`config.mk`:
```
export PLATFORM = sky130hd
export DESIGN_NAME = perceptron_trainer_flat
export DESIGN_NICKNAME = d
export VERILOG_FILES = /design/src/rtl/perceptron_trainer_if.sv /design/src/rtl/perceptron_trainer.sv /design/src/flat_wrapper.sv
export SDC_FILE = /design/constraint.sdc
export NUM_CORES = 1
export LEC_CHECK = 0
export BUFFER_PORTS_ARGS = -buffer_cell sky130_fd_sc_hd__buf_2
export CELL_PAD_IN_SITES_DETAIL_PLACEMENT = 0
export CELL_PAD_IN_SITES_GLOBAL_PLACEMENT = 2
export CORE_MARGIN = 2
export CORE_UTILIZATION = 39
export CTS_CLUSTER_SIZE = 16
export DETAILED_ROUTE_END_ITERATION = 6
export PLACE_DENSITY_LB_ADDON = 0.12
export SYNTH_ARGS = -nofsm -noshare
export SYNTH_HDL_FRONTEND = slang
export SYNTH_SLANG_ARGS = --single-unit
```
`constraint.sdc`:
```
create_clock -name clk -period 9.1 [get_ports clk]
set_input_delay 0.455 -clock clk [delete_from_list [all_inputs] [get_ports clk]]
set_output_delay 0.455 -clock clk [all_outputs]
set_load 0.05 [all_outputs]
```
`src/rtl/perceptron_trainer_if.sv`:
```
// rtl/perceptron_trainer_if.sv - training sample handshake and completion signals
interface perceptron_trainer_if #(
  parameter int N = 8
);
  logic [N-1:0] x;
  logic [31:0]  sum;
  logic         target;
  logic         train_valid;
  logic         train_ready;
  logic         done;
  logic         mistake;

  modport master (
    output x, sum, target, train_valid,
    input  train_ready, done, mistake
  );

  modport slave (
    input  x, sum, target, train_valid,
    output train_ready, done, mistake
  );
endinterface

```
`src/rtl/perceptron_trainer.sv`:
```
// rtl/perceptron_trainer.sv - perceptron learning-rule weight updater; PERCEPTRON_TRAINER_SAT_EN selects saturating updates
module perceptron_trainer #(
  parameter int          N    = 8,
  parameter logic [31:0] STEP = 32'd16
) (
  input  logic                 clk,
  input  logic                 rst,
  perceptron_trainer_if.slave  tif,
  output logic [32*N-1:0]      w,
  output logic [15:0]          mistake_count
);

  localparam int IW = (N > 1) ? $clog2(N) : 1;

  typedef enum logic [1:0] {IDLE, EVAL, UPDATE, DONE} state_t;

  state_t          state_q;
  logic [IW-1:0]   idx_q;
  logic [N-1:0]    x_q;
  logic [31:0]     sum_q;
  logic            tgt_q;
  logic            err_neg_q;
  logic [31:0]     w_q [N];
  logic [15:0]     cnt_q;
  logic            ready_q;
  logic            done_q;
  logic            mistake_q;

  logic [31:0]     w_cur;
  logic [31:0]     upd_d;
  logic            pred;

  assign pred = ($signed(sum_q) > 32'sd0);

`ifdef PERCEPTRON_TRAINER_SAT_EN
  logic [33:0]     ext_d;

  // Widened add/subtract of the selected weight, clamped to the signed 32-bit range
  always_comb begin
    w_cur = w_q[idx_q];
    if (err_neg_q) ext_d = {{2{w_cur[31]}}, w_cur} - {2'b00, STEP};
    else           ext_d = {{2{w_cur[31]}}, w_cur} + {2'b00, STEP};
    if (ext_d[33:31] == 3'b000 || ext_d[33:31] == 3'b111) upd_d = ext_d[31:0];
    else if (ext_d[33])                                   upd_d = 32'h8000_0000;
    else                                                  upd_d = 32'h7FFF_FFFF;
  end
`else
  // Wrapping add/subtract of the selected weight
  always_comb begin
    w_cur = w_q[idx_q];
    if (err_neg_q) upd_d = w_cur - STEP;
    else           upd_d = w_cur + STEP;
  end
`endif

  // Training FSM: latch sample, evaluate prediction, walk the weights, report
  always_ff @(posedge clk) begin
    if (rst) begin
      state_q   <= IDLE;
      idx_q     <= '0;
      x_q       <= '0;
      sum_q     <= '0;
      tgt_q     <= 1'b0;
      err_neg_q <= 1'b0;
      cnt_q     <= '0;
      ready_q   <= 1'b1;
      done_q    <= 1'b0;
      mistake_q <= 1'b0;
      for (int i = 0; i < N; i++) w_q[i] <= '0;
    end else begin
      case (state_q)
        IDLE: begin
          if (tif.train_valid) begin
            x_q     <= tif.x;
            sum_q   <= tif.sum;
            tgt_q   <= tif.target;
            ready_q <= 1'b0;
            state_q <= EVAL;
          end
        end
        EVAL: begin
          if (tgt_q == pred) begin
            done_q    <= 1'b1;
            mistake_q <= 1'b0;
            state_q   <= DONE;
          end else begin
            // target=1 with prediction 0 raises weights; target=0 with prediction 1 lowers them
            err_neg_q <= ~tgt_q;
            idx_q     <= '0;
            if (cnt_q != 16'hFFFF) cnt_q <= cnt_q + 16'd1;
            state_q   <= UPDATE;
          end
        end
        UPDATE: begin
          if (x_q[idx_q]) w_q[idx_q] <= upd_d;
          if (idx_q == IW'(N - 1)) begin
            done_q    <= 1'b1;
            mistake_q <= 1'b1;
            state_q   <= DONE;
          end else begin
            idx_q <= idx_q + 1'b1;
          end
        end
        default: begin
          done_q    <= 1'b0;
          mistake_q <= 1'b0;
          ready_q   <= 1'b1;
          state_q   <= IDLE;
        end
      endcase
    end
  end

  // Flatten weight registers onto the output bus
  always_comb begin
    w = '0;
    for (int i = 0; i < N; i++) w[32*i +: 32] = w_q[i];
  end

  assign mistake_count   = cnt_q;
  assign tif.train_ready = ready_q;
  assign tif.done        = done_q;
  assign tif.mistake     = mistake_q;

endmodule

```
`src/flat_wrapper.sv`:
```
// flat-port wrapper written by rule: the top's interface ports become plain ports
module perceptron_trainer_flat 
#(
  parameter int          N    = 8,
  parameter logic [31:0] STEP = 32'd16
)
  (clk, rst, w, mistake_count, tif_x, tif_sum, tif_target, tif_train_valid, tif_train_ready, tif_done, tif_mistake);
  perceptron_trainer_if #(.N(N)) tif_i ();
  input  logic clk;
  input  logic rst;
  output logic [32*N-1:0] w;
  output logic [15:0] mistake_count;
  input wire logic [$bits(tif_i.x)-1:0] tif_x;
  input wire logic [$bits(tif_i.sum)-1:0] tif_sum;
  input wire logic [$bits(tif_i.target)-1:0] tif_target;
  input wire logic [$bits(tif_i.train_valid)-1:0] tif_train_valid;
  output wire logic [$bits(tif_i.train_ready)-1:0] tif_train_ready;
  output wire logic [$bits(tif_i.done)-1:0] tif_done;
  output wire logic [$bits(tif_i.mistake)-1:0] tif_mistake;
  assign tif_i.x = tif_x;
  assign tif_i.sum = tif_sum;
  assign tif_i.target = tif_target;
  assign tif_i.train_valid = tif_train_valid;
  assign tif_train_ready = tif_i.train_ready;
  assign tif_done = tif_i.done;
  assign tif_mistake = tif_i.mistake;
  perceptron_trainer #(.N(N), .STEP(STEP)) u_core (.clk(clk), .rst(rst), .tif(tif_i), .w(w), .mistake_count(mistake_count));
endmodule
```
==> results of run 1 <==
## final timing paths
kind | startpoint | end | slack [ns]
max | flop | u_core.w_q[0][28] | 3.91
min | tif_sum[7] | u_core.sum_q[7] | 0.15
max reg2reg | flop | u_core.w_q[0][28] | 3.91
min reg2reg | u_core.sum_q[13] | u_core.sum_q[13] | 0.45
## power groups by stage
stage	Sequential (W)	Combinational [W]	Clock, W
finish	0.00176	0.00139	0.00141
CTS	0.00177	0.00140	0.00144
floorplan	0.00195	0.000883	0
global placement	0.00179	0.00140	0
global route	0.00178	0.00152	0.00149
detailed placement	0.00180	0.00140	0
## area by class of cell
class	count	area, µm²
clock inverters	13	65.1
multi-input cells	818	5730
clock buffers	53	1070
flip-flops and latches	325	9080
fillers	3604	20100
well taps	518	648
repair buffers	339	1750
inverters	13	48.8
## cells by family after synthesis
family,after synthesis,share of synthesized area (%)
AO/OA/AOI/OAI,149,6.01
XOR/XNOR,37,2.39
adder cells (fa/ha/maj),34,2.86
buffers and inverters,91,2.33
flip-flops,325,60.0
multiplexers,100,12.1
AND/OR/NAND/NOR,498,14.3
## flip-flops by register name, indices dropped and copies added, names as in the netlist, named ones only
signal,count
u_core.tgt_q,1
u_core.state_q,2
u_core.tif.done,1
u_core.err_neg_q,1
u_core.tif.train_ready,1
u_core.tif.mistake,1
u_core.mistake_count,16
u_core.idx_q,3
u_core.x_q,8
u_core.sum_q,32
u_core.w_q,256
## cells in the mapped netlist, drive strengths merged (3+ instances only)
cell type	number	area (µm²)
inv	13	48.8
nor3	9	45.0
mux2	26	293
nor4	8	50.1
nand4	22	138
a21o	8	60.1
ha	33	413
edfxtp	256	7690
xnor2	15	161
nor3b	9	67.6
clkbuf	66	248
nand3	15	75.1
a31oi	4	25.0
or2	4	25.0
xor2	22	200
and2	5	31.3
o21ai	27	146
nor2	277	1040
o21bai	5	37.5
a21oi	74	382
a21boi	4	30.0
or3	3	23.8
mux4	64	1440
mux2i	10	100
nor2b	8	50.1
and3	7	43.8
nand2	116	435
nand2b	8	50.1
dfxtp	69	1380
buf	12	55.1
a211o	8	70.1
a211oi	3	22.5
## per-layer routing
metal / vias to the layer above / global-route usage (%) / share of wire [%]
met5: - / 0 / 0
met4: 0 / 6.80 / 2.6
met3: 69 / 4.69 / 6.4
met2: 363 / 39.9 / 49
met1: 5534 / 30.4 / 42
li1: 5095 / - / -
## through the flow
step	utilization [%]	worst slack [ns]	hold slack, ns	area [µm²]	total power (W)
global route	47.8	3.40	0.138	18400	0.00479
floorplan	-	4.49	0.436	15100	0.00283
detailed placement	44.8	3.83	0.449	17200	0.00319
global placement	44.8	3.91	0.443	17200	0.00319
CTS	47.8	3.80	0.130	18400	0.00461
finish	47.8	3.91	0.150	18400	0.00457
## tightest hold or removal path, stage by stage
cell and delay, ns:
buf_2 0.09, nand2_1 0.05, a21oi_1 0.05
==> flow_metrics.env, run 1 <==
export IMPL_min_period_over_period_pct=57.0
export IMPL_cts_tree="yes"
export IMPL_seq_area_frac_synth_pct=60.0
export IMPL_cts_made_buffers=37
export IMPL_slowest_stage="dfxtp_4"
export IMPL_antenna_found_initial=1
export IMPL_firstDrtPassIters=5
export IMPL_dp_cells=2013
export IMPL_die_area_mm2=0.0403
export IMPL_start_util_pct=39.3
export IMPL_rsz0062_at_grt="false"
export IMPL_clkTransAtPathRegs_ns=0.06
export IMPL_syn_avg_cell_area_um2=12.2
export IMPL_h_tree_depth=2
export IMPL_fin_crit_ns=5.19
export IMPL_clk_latency_ns=0.54
export IMPL_crit_path_end_kind="flop"
export IMPL_critPathBufInv=1
export IMPL_arrival_ns=5.46
export IMPL_maxCapViolations=0
export IMPL_path_cells="buf_4 -> mux4_2 -> mux2_2 -> ha_1 -> nor2b_1 -> o2111ai_1 -> a2111o_1 -> a31oi_1 -> o21ai_0 -> o21a_1 -> xor2_1 -> nor2_1"
export IMPL_power_switching_w=0.00163
export IMPL_power_leakage_nw=7.26
export IMPL_core_mm2=0.0385
export IMPL_slew_violations=0
export IMPL_tns_ns=0
export IMPL_netlist_instances=1234
export IMPL_cp_max_fo=35
export IMPL_startpoint_type="flop"
export IMPL_grt_max_degree=67
export IMPL_cp_data_required_time_ns=9.37
export IMPL_cts_root_buffer="clkbuf_16"
export IMPL_slew_headroom_pct=18.6
export IMPL_clock_skew_ns=0.0264
export IMPL_viasPerCell=5.32
export IMPL_cp_depth=12
export IMPL_swShare_pct=35.8
export IMPL_layout_common_cells="318 x buf_2, 277 x nor2_1, 256 x edfxtp_1, 108 x nand2_1, 73 x a21oi_1"
export IMPL_p_seq_share_pct=38.6
export IMPL_fp_dieW_um=201
export IMPL_grt_pass1_vias=11071
export IMPL_power_frac_clock_pct=30.9
export IMPL_synth_main_ff_cell="edfxtp_1"
export IMPL_areaGrowthSynthToFinish_pct=21.7
export IMPL_io_buffers=318
export IMPL_clock_sinks=325
export IMPL_crit_type="flop to flop"
export IMPL_ant_nets=0
export IMPL_io_pins=319
export IMPL_synth_async_reset_ratio_pct=0
export IMPL_worst_r2r_cell_count=12
export IMPL_status="finished, final reports clean"
export IMPL_synth_warnings=0
export IMPL_synth_edf_count=256
export IMPL_tightest_slew_ns=1.22
export IMPL_layout_drive_gt1_share_pct=32.6
export IMPL_hold_depth=3
export IMPL_diodes=0
export IMPL_setup_viol=0
export IMPL_comb_power_share_pct=30.5
export IMPL_worstHoldPathType="input port to flop"
export IMPL_cp_top_family="compound AO/OA/AOI/OAI gates"
export IMPL_ys_seq_elements=325
export IMPL_synth_nets=1312
export IMPL_vias=11061
export IMPL_peakVddDrop_mv=0.225
export IMPL_drt_wl_total_mm=48.2
export IMPL_cts_setup_buffers=0
export IMPL_power_density_mw_per_mm2=249
export IMPL_syn_cell_area_mm2=0.0151
export IMPL_layoutNonFillerInstCount=2079
export IMPL_dp_hpwl_mm=30.5
export IMPL_final_hold_viol_count=0
export IMPL_drc=0
export IMPL_clockBufferDepth=3
export IMPL_fin_nets=1612
export IMPL_p_int_w=0.00294
export IMPL_cpPeakStageDelay_ns=0.85
export IMPL_row_count=72
export IMPL_grt_pass1_wl_mm=70.4
export IMPL_ctsHoldBuffers=0
export IMPL_yosys_cell_types_count=59
export IMPL_wire_per_inst_um=23.2
export IMPL_fmax_mhz=193
export IMPL_final_common_cell="buf_2"
export IMPL_track_usage_pct=23.4
export IMPL_grt_overflow=0
export IMPL_drt_iter0_drc=659
export IMPL_cts_resized=0
export IMPL_place_gp_congestion=0.794
export IMPL_chipHeight_um=201
(Power assumes the default switching activity.)
==> inputs of run 2 (changes only) <==
--- a/config.mk
+++ b/config.mk
@@ -9,7 +9,7 @@
 export CELL_PAD_IN_SITES_DETAIL_PLACEMENT = 0
 export CELL_PAD_IN_SITES_GLOBAL_PLACEMENT = 2
 export CORE_MARGIN = 2
-export CORE_UTILIZATION = 39
+export CORE_UTILIZATION = 36
 export CTS_CLUSTER_SIZE = 16
 export DETAILED_ROUTE_END_ITERATION = 6
 export PLACE_DENSITY_LB_ADDON = 0.12
==> constraint.sdc (replaced) <==
create_clock -name clk -period 5.05 [get_ports clk]
set_input_delay 0.2525 -clock clk [delete_from_list [all_inputs] [get_ports clk]]
set_output_delay 0.2525 -clock clk [all_outputs]
set_load 0.05 [all_outputs]
==> flow_metrics.env, run 2 (synthesis results as in run 1) <==
export IMPL_cts_tree="yes"
export IMPL_ctsHoldBuffers=41
export IMPL_diodes=0
export IMPL_slowest_stage="xnor2_1"
export IMPL_place_gp_congestion=0.818
export IMPL_slew_headroom_pct=14.6
export IMPL_clk_latency_ns=0.55
export IMPL_start_util_pct=36.3
export IMPL_chipHeight_um=209
export IMPL_io_pins=319
export IMPL_cpPeakStageDelay_ns=0.58
export IMPL_drt_wl_total_mm=49.5
export IMPL_clkTransAtPathRegs_ns=0.06
export IMPL_top_register="u_core.w_q"
export IMPL_layout_common_cells="318 x buf_2, 277 x nor2_1, 256 x edfxtp_1, 108 x nand2_1, 73 x a21oi_1"
export IMPL_die_area_mm2=0.0436
export IMPL_tightest_slew_ns=1.27
export IMPL_cp_top_family="compound AO/OA/AOI/OAI gates"
export IMPL_final_hold_viol_count=0
export IMPL_cts_made_buffers=38
export IMPL_cts_resized=0
export IMPL_crit_type="flop to flop"
export IMPL_cts_setup_buffers=0
export IMPL_fmax_mhz=225
export IMPL_power_density_mw_per_mm2=448
export IMPL_critPathBufInv=1
export IMPL_crit_path_end_kind="flop"
export IMPL_slew_violations=0
export IMPL_h_tree_depth=2
export IMPL_antenna_found_initial=0
export IMPL_peakVddDrop_mv=0.248
export IMPL_track_usage_pct=22.4
export IMPL_vias=11280
export IMPL_status="finished, final reports clean"
export IMPL_grt_max_degree=66
export IMPL_fin_nets=1661
export IMPL_power_leakage_nw=7.53
export IMPL_grt_pass1_vias=11277
export IMPL_fp_dieW_um=209
export IMPL_viasPerCell=5.24
export IMPL_startpoint_type="flop"
export IMPL_cts_root_buffer="clkbuf_16"
export IMPL_drc=0
export IMPL_maxCapViolations=0
export IMPL_final_common_cell="buf_2"
export IMPL_min_period_over_period_pct=88.0
export IMPL_layout_drive_gt1_share_pct=32.4
export IMPL_worstHoldPathType="input port to flop"
export IMPL_firstDrtPassIters=6
export IMPL_ant_nets=0
export IMPL_drt_iter0_drc=538
export IMPL_rsz0062_at_grt="false"
export IMPL_areaGrowthSynthToFinish_pct=25.7
export IMPL_path_cells="buf_12 -> mux4_2 -> mux2_2 -> ha_1 -> and2_1 -> nor2b_1 -> a211oi_1 -> a31oi_1 -> o21ai_0 -> a21oi_1 -> xnor2_1 -> nor2_1"
export IMPL_arrival_ns=4.71
export IMPL_grt_pass1_wl_mm=72.3
export IMPL_clock_sinks=325
export IMPL_wire_per_inst_um=23.0
export IMPL_tns_ns=0
export IMPL_row_count=75
export IMPL_core_mm2=0.0417
export IMPL_io_buffers=318
export IMPL_largest_register_ffs=256
export IMPL_fin_crit_ns=4.44
export IMPL_setup_viol=0
export IMPL_hold_slack_ns=0.0971
export IMPL_clock_skew_ns=0.0159
export IMPL_cp_data_required_time_ns=5.32
export IMPL_clockBufferDepth=3
export IMPL_cp_max_fo=31
export IMPL_dp_hpwl_mm=31.8
export IMPL_grt_overflow=0
-- run 2: final timing paths --
kind	start	to	slack, ns	cells after the start
max	flop	u_core.w_q[2][30]	0.61	12
min	tif_train_valid	u_core.tif.train_ready	0.1	4
max reg2reg	flop	u_core.w_q[2][30]	0.61	12
min reg2reg	u_core.x_q[2]	u_core.x_q[2]	0.45	2
-- run 2: cell type report --
type | instances | area, µm²
repair buffers | 387 | 2220
flip-flops and latches | 325 | 9080
multi-input cells | 818 | 5730
well taps | 539 | 674
clock inverters | 17 | 158
fillers | 3959 | 22700
inverters | 13 | 48.8
clock buffers | 52 | 1080
-- run 2: where the power goes --
| group | total, W | internal (W) | switching [W] |
|---|---|---|---|
| clock network | 0.00276 | 0.00166 | 0.00110 |
| registers | 0.00316 | 0.00305 | 0.000116 |
| logic | 0.00258 | 0.000809 | 0.00177 |
-- run 2: per-stage QoR --
stage	std cells	cell area, µm²	util [%]	total power [W]	setup slack, ns
6_report	2151	19000	45.6	0.00851	0.607
4_1_cts	2151	19000	45.6	0.00859	0.629
3_5_place_dp	2041	17300	41.6	0.00579	0.679
3_3_place_gp	2041	17300	41.6	0.00579	0.697
5_1_grt	2151	19000	45.6	0.00894	0.202
2_1_floorplan	1234	15100	-	0.00511	0.436
-- run 2: per-layer routing --
metal	vias to the layer above	track usage, %	routed length, µm
met4	0	7.88	1450
li1	5182	-	-
met3	78	5.03	3360
met5	-	0	0
met1	5629	28.0	20000
met2	391	38.3	24700
-- run 2: worst reg2reg max path: cells and delay by family (launching register included) --
| kind | cells | cell delay, ns |
|---|---|---|
| simple gates | 3 | 0.47 |
| compound gates | 4 | 0.98 |
| buf+inv | 1 | 0.31 |
| xor+xnor | 1 | 0.58 |
| flops | 1 | 0.51 |
| mux | 2 | 0.89 |
| fa+ha+maj | 1 | 0.42 |
==> inputs of run 3 (changes only) <==
--- a/config.mk
+++ b/config.mk
@@ -8,7 +8,7 @@
 export BUFFER_PORTS_ARGS = -buffer_cell sky130_fd_sc_hd__buf_2
 export CELL_PAD_IN_SITES_DETAIL_PLACEMENT = 0
 export CELL_PAD_IN_SITES_GLOBAL_PLACEMENT = 2
-export CORE_MARGIN = 2
+export CORE_MARGIN = 10
 export CORE_UTILIZATION = 36
 export CTS_CLUSTER_SIZE = 16
 export DETAILED_ROUTE_END_ITERATION = 6
==> flow_metrics.env, run 3 (synthesis results as in run 1) <==
export IMPL_arrival_ns=4.65
export IMPL_start_util_pct=36.7
export IMPL_vias=11327
export IMPL_peakVddDrop_mv=0.325
export IMPL_fmax_mhz=229
export IMPL_place_gp_congestion=0.826
export IMPL_min_period_over_period_pct=86.6
export IMPL_dp_hpwl_mm=34.9
export IMPL_maxCapViolations=0
export IMPL_firstDrtPassIters=5
export IMPL_power_density_mw_per_mm2=449
export IMPL_largest_register_ffs=256
export IMPL_viasPerCell=5.28
export IMPL_grt_pass1_vias=11822
export IMPL_diodes=0
export IMPL_io_buffers=318
export IMPL_slowest_stage="dfxtp_4"
export IMPL_power_frac_clock_pct=32.5
export IMPL_p_seq_share_pct=37.4
export IMPL_layout_common_cells="318 x buf_2, 277 x nor2_1, 256 x edfxtp_1, 108 x nand2_1, 73 x a21oi_1"
export IMPL_grt_pass1_wl_mm=77.7
export IMPL_cpPeakStageDelay_ns=0.68
export IMPL_drt_wl_total_mm=52.6
export IMPL_power_switching_w=0.00300
export IMPL_crit_path_end_kind="flop"
export IMPL_drt_iter0_drc=862
export IMPL_clockBufferDepth=3
export IMPL_fp_dieW_um=225
export IMPL_slew_violations=0
export IMPL_worstHoldPathType="input port to flop"
export IMPL_n_fill_cell=3856
export IMPL_cts_tree="yes"
export IMPL_die_area_mm2=0.0506
export IMPL_setup_viol=0
export IMPL_p_int_w=0.00555
export IMPL_grt_overflow=0
export IMPL_fin_nets=1663
export IMPL_h_tree_depth=2
export IMPL_rsz0062_at_grt="false"
export IMPL_dpl_worst_slack_ns=0.650
export IMPL_ant_nets=0
export IMPL_top_register="u_core.w_q"
export IMPL_crit_type="flop to flop"
export IMPL_wire_per_inst_um=24.5
export IMPL_cp_data_required_time_ns=5.32
export IMPL_chipHeight_um=225
export IMPL_fin_crit_ns=4.38
export IMPL_cts_made_buffers=39
export IMPL_clkTransAtPathRegs_ns=0.06
export IMPL_layout_drive_gt1_share_pct=32.2
export IMPL_final_common_cell="buf_2"
export IMPL_fin_util_pct=46.2
export IMPL_core_mm2=0.0412
export IMPL_grt_max_degree=66
export IMPL_swShare_pct=35.1
export IMPL_slew_headroom_pct=22.0
export IMPL_drc=0
export IMPL_final_hold_viol_count=0
export IMPL_clk_latency_ns=0.55
export IMPL_track_usage_pct=20.5
export IMPL_clock_skew_ns=0.0171
export IMPL_clock_sinks=325
export IMPL_status="finished, final reports clean"
export IMPL_tns_ns=0
export IMPL_antenna_found_initial=0
export IMPL_cp_max_fo=25
export IMPL_comb_power_share_pct=30.1
export IMPL_finalWorstSetupSlack_ns=0.675
export IMPL_cts_setup_buffers=0
export IMPL_hold_path_startpoint="tif_train_valid"
export IMPL_power_leakage_nw=7.54
export IMPL_path_cells="buf_12 -> mux4_2 -> mux2_2 -> ha_1 -> nand4_1 -> a2111o_1 -> a31oi_1 -> o21ai_0 -> buf_4 -> a21oi_1 -> xnor2_1 -> nor2_1"
export IMPL_tightest_slew_ns=1.17
export IMPL_io_pins=319
export IMPL_finalPower_w=0.00855
export IMPL_startpoint_type="flop"
export IMPL_areaGrowthSynthToFinish_pct=25.9
export IMPL_cts_root_buffer="clkbuf_16"
export IMPL_row_count=74
==> run 3: cell types whose count changed in the layout (fill, tap and decap cells not counted) <==
cell / delta
clkbuf_8: +2
clkbuf_4: -2
clkinvlp_4: -1
buf_12: +1
clkbuf_1: +5
clkinv_2: -4
clkinv_4: +1
==> run 3: worst max-delay path: cells and delay by family (launching register included) <==
kind	cells	cell delay, ns
XOR/XNOR	1	0.37
AO/OA/AOI/OAI	4	1.04
AND/OR/NAND/NOR	2	0.30
adder cells (fa/ha/maj)	1	0.46
multiplexers	2	0.79
flip-flops	1	0.68
buffers and inverters	2	0.39
==> run 3: cell type report <==
class | instances | area (µm²) | share of cell area (%)
clock buffers | 57 | 1120 | 5.87
clock inverters | 13 | 139 | 0.730
inverters | 13 | 48.8 | 0.257
multi-input cells | 818 | 5730 | 30.1
flip-flops and latches | 325 | 9080 | 47.7
well taps | 532 | 666 | 3.50
repair buffers | 388 | 2240 | 11.8
==> run 3: final timing paths <==
path                       endpoint  slack, ns  cells after the start
max               u_core.w_q[2][30]       0.67                     12
min reg2reg        u_core.sum_q[13]       0.45                      2
min          u_core.tif.train_ready       0.08                      4
max reg2reg       u_core.w_q[2][30]       0.67                     12
==> run 3: timing repair <==
item	in CTS	in global routing
setup endpoints to repair	0	0
hold buffers	41	0
endpoints found under the hold margin	41	0
gates resized for setup	0	0
==> run 3: layer usage <==
metal | vias up | global-route usage [%] | wire length, µm
li1 | 5193 | - | -
met1 | 5674 | 25.4 | 21800
met2 | 380 | 34.6 | 25800
met3 | 80 | 5.06 | 3710
met4 | 0 | 6.51 | 1310
met5 | - | 0 | 0
==> run 3: stage by stage <==
stage	std cells	hold WS, ns	area [µm²]
2_1_floorplan	1234	0.388	15100
3_3_place_gp	2035	0.446	17400
5_1_grt	2146	0.112	19000
3_5_place_dp	2035	0.447	17400
6_report	2146	0.0761	19000
4_1_cts	2146	0.0439	19000
==> run 3: power by group through the flow <==
stage / clock, W / sequential (W) / combinational, W
floorplan: 0 / 0.00351 / 0.00159
global placement: 0 / 0.00325 / 0.00256
detailed placement: 0 / 0.00325 / 0.00256
CTS: 0.00284 / 0.00320 / 0.00260
global route: 0.00295 / 0.00322 / 0.00283
finish: 0.00278 / 0.00320 / 0.00257
